==> src/rtl/wb_arbiter2.sv <==
// Two-master Wishbone arbiter: round-robin grant between a CPU (m0) and a DMA
// (m1) onto one intercon master port, with a wait-state timeout and abort.
module wb_arbiter2 #(
    parameter int unsigned TIMEOUT = 255
) (
    input  logic        clk,
    input  logic        reset,
    input  logic        m0_STB,
    input  logic        m0_WE,
    input  logic [31:0] m0_ADDR,
    input  logic [31:0] m0_DAT_I,
    output logic [31:0] m0_DAT_O,
    output logic        m0_ACK,
    output logic        m0_ERR,
    input  logic        m1_STB,
    input  logic        m1_WE,
    input  logic [31:0] m1_ADDR,
    input  logic [31:0] m1_DAT_I,
    output logic [31:0] m1_DAT_O,
    output logic        m1_ACK,
    output logic        m1_ERR,
    output logic        s_STB,
    output logic        s_WE,
    output logic [31:0] s_ADDR,
    output logic [31:0] s_DAT_O,
    input  logic [31:0] s_DAT_I,
    input  logic        s_ACK,
    output logic [1:0]  gnt
);

    localparam int unsigned CNT_W = $clog2(TIMEOUT + 1);

    typedef enum logic [1:0] {
        IDLE    = 2'd0,
        BUSY    = 2'd1,
        RELEASE = 2'd2
    } state_t;

    state_t           state, state_nxt;
    logic             sel, sel_nxt;            // granted master: 0 = m0, 1 = m1
    logic             last_grant, last_grant_nxt;
    logic [CNT_W-1:0] cnt, cnt_nxt;

    logic             busy;
    logic             gstb;
    logic             tmo;

    // State, grant select, round-robin pointer and wait counter
    always_ff @(posedge clk or posedge reset) begin
        if (reset) begin
            state      <= IDLE;
            sel        <= 1'b0;
            last_grant <= 1'b1;
            cnt        <= '0;
        end else begin
            state      <= state_nxt;
            sel        <= sel_nxt;
            last_grant <= last_grant_nxt;
            cnt        <= cnt_nxt;
        end
    end

    // Next-state logic and datapath steering from the granted master
    always_comb begin
        state_nxt      = state;
        sel_nxt        = sel;
        last_grant_nxt = last_grant;
        cnt_nxt        = cnt;
        s_STB          = 1'b0;
        s_WE           = 1'b0;
        s_ADDR         = '0;
        s_DAT_O        = '0;
        m0_DAT_O       = '0;
        m1_DAT_O       = '0;
        m0_ACK         = 1'b0;
        m1_ACK         = 1'b0;
        m0_ERR         = 1'b0;
        m1_ERR         = 1'b0;
        gnt            = 2'b00;

        busy = (state == BUSY);
        gstb = sel ? m1_STB : m0_STB;
        tmo  = (cnt == CNT_W'(TIMEOUT - 1));

        case (state)
            IDLE: begin
                cnt_nxt = '0;
                if (m0_STB && m1_STB) begin
                    sel_nxt   = ~last_grant;
                    state_nxt = BUSY;
                end else if (m0_STB || m1_STB) begin
                    sel_nxt   = m1_STB;
                    state_nxt = BUSY;
                end
            end
            BUSY: begin
                // ACK beats both abort and timeout
                if (s_ACK) begin
                    last_grant_nxt = sel;
                    state_nxt      = RELEASE;
                end else if (!gstb) begin
                    last_grant_nxt = sel;
                    state_nxt      = IDLE;
                end else if (tmo) begin
                    last_grant_nxt = sel;
                    state_nxt      = RELEASE;
                end else if (cnt != CNT_W'(TIMEOUT)) begin
                    cnt_nxt = cnt + CNT_W'(1);
                end
            end
            RELEASE: begin
                state_nxt = IDLE;
            end
            default: begin
                state_nxt = IDLE;
            end
        endcase

        if (busy) begin
            gnt     = sel ? 2'b10 : 2'b01;
            s_STB   = gstb;
            s_WE    = sel ? m1_WE    : m0_WE;
            s_ADDR  = sel ? m1_ADDR  : m0_ADDR;
            s_DAT_O = sel ? m1_DAT_I : m0_DAT_I;
            if (sel) begin
                m1_DAT_O = s_DAT_I;
                m1_ACK   = s_ACK;
                m1_ERR   = gstb && !s_ACK && tmo;
            end else begin
                m0_DAT_O = s_DAT_I;
                m0_ACK   = s_ACK;
                m0_ERR   = gstb && !s_ACK && tmo;
            end
        end
    end

endmodule

==> config.mk <==
export PLATFORM = sky130hd
export DESIGN_NAME = wb_arbiter2
export DESIGN_NICKNAME = d
export VERILOG_FILES = /design/src/rtl/wb_arbiter2.sv
export SDC_FILE = /design/constraint.sdc
export NUM_CORES = 1
export LEC_CHECK = 0
export CAP_MARGIN = 15
export CORE_AREA = 2 2 118 120
export DETAILED_ROUTE_END_ITERATION = 8
export DIE_AREA = 0 0 120 122
export GPL_ROUTABILITY_DRIVEN = 0
export PLACE_DENSITY = 0.61
export SLEW_MARGIN = 20
export SYNTH_ARGS = -nofsm -noshare
export SYNTH_HDL_FRONTEND = slang
export SYNTH_SLANG_ARGS = --single-unit
==> constraint.sdc <==
create_clock -name clk -period 2.1 [get_ports clk]
set_clock_uncertainty 0.2 [all_clocks]
set_input_delay 0.42 -clock clk [delete_from_list [all_inputs] [get_ports clk]]
set_output_delay 0.42 -clock clk [all_outputs]
set_load 0.01 [all_outputs]
---- Word-level counts from Yosys, hierarchy flattened ----
Cells that the tools add are included.
operators by class
  add/sub/neg operators ................... 1
  equal/unequal tests ..................... 10
  muxes and demuxes ....................... 38
  bitwise logic cells ..................... 1
  reductions and logical operators ........ 12
operators with widths
  kind                                                    count
  two-way mux 32 bit                                      8
  two-way mux 8 bit                                       4
  two-way mux 1 bit                                       17
  case mux 8 bit (2 select lines)                         1
  two-way mux 2 bit                                       7
  adder 8 x 1 -> 8 bit (second input constant)            1
  == test 8 bit (second input constant)                   1
  inequality test 8 bit (second input constant)           1
  AND reduction 2 bit                                     3
  AND reduction 5 bit                                     1
  inequality test 2 x 1 -> 1 bit (second input constant)  2
  inequality test 2 bit (second input constant)           2
  inequality test 4 x 3 -> 1 bit (second input constant)  1
  case mux 2 bit (2 select lines)                         1
  nonzero test 2 bit                                      2
  logical AND 1 bit                                       3
  inequality test 3 x 2 -> 1 bit (second input constant)  1
  inequality test 3 bit (second input constant)           1
  == test 2 x 1 -> 1 bit (second input constant)          1
  logical NOT 2 bit                                       1
  logical NOT 1 bit                                       1
  logical OR 1 bit                                        1
  inverter 1 bit                                          1
word-level totals
  flip-flop bits (word level) ............. 12
  input bits .............................. 167
  output and inout bits ................... 136
  logic and storage cells ................. 66

---- Logic depth before layout (Yosys ltp) ----
Gate-level depths: netlist of run 1.
  depth in word-level cells ............... 6
  depth in mapped cells ................... 6
  depth with buffers taken out ............ 6

---- Least setup slack after synthesis of run 1 ----
OpenSTA, ideal clock, no wires.
  path kind ............................... reg-to-output
  from .................................... register state[1]
  to ...................................... output port m1_DAT_O[22]
  arrival time ............................ 1276 ps
  data required time ...................... 1480 ps
  path slack .............................. 204 ps
  stages on the path, launching flop included .. 5
  buffers on the path ..................... 2
  cell sequence ........................... dfrtp_1 and2b_1 buf_2 clkbuf_1 and3_1
on the way
  cells in the longest elaborated chain, start to end .. 2
ends and longest elaborated chain
  element                 RTL line  source
  start, declared         39        state_t state, state_nxt;
  start signal, assigned  56        state <= state_nxt;
  == test 2 x 1 -> 1 bit  81        busy = (state == BUSY);
  two-way mux 32 bit      119       if (busy) begin
  end, declared           19        output logic [31:0] m1_DAT_O,
No other way between the ends.

---- Worst setup path after layout of run 1 ----
  from .................................... register sel
  to ...................................... output port m0_DAT_O[13]
on the way
  cells in the longest elaborated chain, start to end .. 2
ends and longest elaborated chain
  element                 RTL line  source
  start, declared         40        logic sel, sel_nxt;
  start signal, assigned  57        sel <= sel_nxt;
  two-way mux 32 bit      125       if (sel) begin
  two-way mux 32 bit      119
  end, declared           12        output logic [31:0] m0_DAT_O,
No other way between the ends.

==> results of run 1 <==
-- Yosys cell counts, types with 2 or more instances --
master / n / area, µm²
o21ai_0: 5 / 25.02
ha_1: 2 / 25.02
nand2_1: 9 / 33.78
mux2i_1: 66 / 660.6
and2_1: 33 / 206.5
nor3_1: 4 / 20.02
nor2_1: 76 / 285.3
nor4_1: 2 / 12.51
a21oi_1: 2 / 10.01
buf_2: 10 / 50.05
inv_1: 5 / 18.77
nand4_1: 2 / 12.51
clkbuf_1: 16 / 60.06
nand3_1: 7 / 35.03
dfrtp_1: 11 / 275.3
and3_1: 34 / 212.7
a21o_1: 2 / 15.01
o22a_1: 2 / 17.52
-- registers in the layout, summed over array words and instances, names as in the netlist --
name,cells
state,2
sel,1
last_grant,1
cnt,8
-- area by class of cell --
cell class / count / area, µm²
inverter: 5 / 22.52
clock buffer: 4 / 88.84
fill: 1394 / 7834
sequential: 12 / 305.3
tap: 180 / 225.2
timing repair buffer: 361 / 3177
multi-input combinational: 262 / 1852
-- report_power, final --
group | switching, µW | internal [µW] | total, µW
clock network | 110 | 288 | 399
registers | 53.8 | 302 | 355
logic | 2540 | 2780 | 5320
total | 2700 | 3370 | 6070
-- per-stage QoR --
step,util,area [µm²],std cells,power (µW),setup slack [ns]
after floorplan,-,2168,306,2630,0.2038
after global placement,0.4147,5600,792,5218,-0.7525
after detailed placement,0.4147,5600,792,5257,-0.7227
after CTS,0.4184,5650,817,5866,-0.2144
after global routing,0.4199,5670,824,6453,-0.2003
final,0.4199,5670,824,6070,-0.1525
-- timing repair --
item	CTS	global route
gates resized for setup	525	77
pin swaps	8	5
setup endpoints to repair	137	140
buffers inserted	16	8
cloned	5	5
-- kinds of logic (layout without fill, tap and decap cells) --
logic type | Yosys count | after routing | synth area share
adders and majority gates | 2 | 2 | 0.01154
and+or+nand+nor | 172 | 172 | 0.4039
AOI/OAI and AO/OA | 20 | 20 | 0.06579
buffers and inverters | 32 | 370 | 0.06290
DFF | 12 | 12 | 0.1391
muxes | 68 | 68 | 0.3168
-- worst max-delay path by stage --
stage                     slack, ns  startpoint  cells past startpoint           end
after floorplan                0.20    state[1]                      4  m1_DAT_O[22]
after CTS                     -0.21         sel                      6        m1_ERR
after detailed placement      -0.72      m1_STB                      6        m0_ERR
after global placement        -0.75      m1_STB                      6        m0_ERR
final                         -0.15         sel                      6  m0_DAT_O[13]
after global routing          -0.20         sel                      6        m1_ERR
-- layer usage --
| layer | global-route usage | vias up |
|---|---|---|
| met4 | 0.04338 | 0 |
| met1 | 0.1682 | 1600 |
| met3 | 0.03699 | 21 |
| met2 | 0.2972 | 204 |
| met5 | 0 | - |
| li1 | - | 1741 |
==> impl_results.md, run 1 <==
- Post-route met1 wirelength: 4.888 mm
- Total number of clock tree sinks: 12
- Per-cell via count in the routed design: 4.328
- Global-route usage over all layers: 0.1549
- Most used DFF post-synth: dfrtp_1
- H-tree level count: 1
- Inserted Clock Buffers: 3
- Gate count of the mapped netlist: 306
- Number of detailed-routing iterations run before antenna repair: 4
- Most common cell after layout, fill and taps aside: clkdlybuf4s50_1
- Summed instance area of the synthesized netlist: 0.002168 mm²
- Endpoint type of the worst setup path: output pin
- Worst-path fanout max: 8
- Met2 wirelength from detailed routing: 6.903 mm
- Mapped Nets: 475
- Synth Register Bits: 12
- Final period utilization: 1.073
- Worst-margin pin slew: 0.5070 ns
- Share of flip-flops with an asynchronous set or reset after synthesis: 1.000
- CP max stage delay: 0.51 ns
- EDFF count, synth: 0
- Area delta synth->final: 161.5%
- Peak Freq: 443.9 MHz
- Min cycle time layout: 2.253 ns
- Count of unique library cells instantiated by Yosys: 36
- R2R cell count: 5
- CTS tree: done
- Full die area: 0.01464 mm²
- Number of nets still failing antenna checks after routing: 0
- Power per cell area: 1070 mW/mm²
- Hold WC Path Type: in2async
- Final setup slack of the worst path: -0.1525 ns
- Pin count of the biggest net entering global routing: 36
- Unrepaired setup endpoints after global routing: true
- Aggregate global routing overflow: 0
- Global-route wire length before repair: 18.26 mm
- Initial antenna violation count: 0
- Maximum vdd drop: 358.2 µV
- Post-synthesis sequential area ratio: 0.1391
- Final number of max-transition violations: 0
- Die boundary height: 122 µm
- Clock insertion delay at the later pin of the skew report: 0.25 ns
- Max Used Layer: met4
- Deepest clock path buffer count: 2
- Number of cell rows: 43
- Routed WL per cell: 15.91 µm
- Met3 wirelength from detailed routing: 1.080 mm
- Initial Utilization: 0.1606
- Final hold viol count: 0
- Warning count from the yosys run: 0
- Total inserted antenna cells: 0
- Maximum capacitance violations: 0
- Setup Total Neg Slack: -5.792 ns
- Leading cell types in the layout, fill and taps excluded: 163 x clkdlybuf4s50_1, 114 x buf_2, 73 x nor2_1, 59 x mux2i_1
- Fin nets: 814
- Number of buffers added to fix hold violations after cts: 0
- Critical setup path kind: reg2out
- Critical path data arrival time: 1.63 ns
- Final setup violation count: 71
- Startpoint Class: register
- Leakage Power: 0.002955 µW
- Chip width: 120 µm
- Clock-pin transition on the worst setup and hold timing paths: 0.05 ns
- Vias in the first global route: 3,561
- Crit path max-delay family: buffers and inverters
- Capture point of the worst reg-to-reg path: cnt[1]
- Status: complete, but fails checks
- Violations in the final reports: setup timing
- Average cell area after synthesis: 7.086 µm²
- Slowest library cell on the worst path: dfrtp_4
- I/O pin cnt: 303
- Buf/Inv on CP: 4
- CTS root buffer: clkbuf_16
- Via total after detailed routing: 3,566
- Number of design-rule violations left by the first detailed-router iteration: 81
- Most common cell on crit path: buf_4
- Cells along the critical path: buf_4 > nor2_4 > buf_4 > clkbuf_16 > and2_1 > buf_2
- Worst reg2reg startpoint: sel
- Routed WL: 13.11 mm
- DRC Markers: 0
- Detail Placement HPWL: 9.625 mm
- Slew HR: 0.6617
- Tightest hold margin: 0.3013 ns
- Setup slack of the worst register-to-register path: 0.11 ns
- Worst Path Required: 1.48 ns
- Fraction of layout instances using a drive strength above 1: 0.3571
- IO buf count: 302
- Core box area: 0.01350 mm²
Note: power is estimated with default switching activity, not from simulation.
==> run 2: changes to the inputs <==
- HOLD_SLACK_MARGIN: unset -> 0.06
==> results of run 2 <==
Same layout as run 1: the final DEF is identical, and so are final timing and power.
==> run 3: changes to the inputs <==
- CAP_MARGIN: 15 -> 30
==> results of run 3 <==
Same layout as run 1: the final DEF is identical, and so are final timing and power.
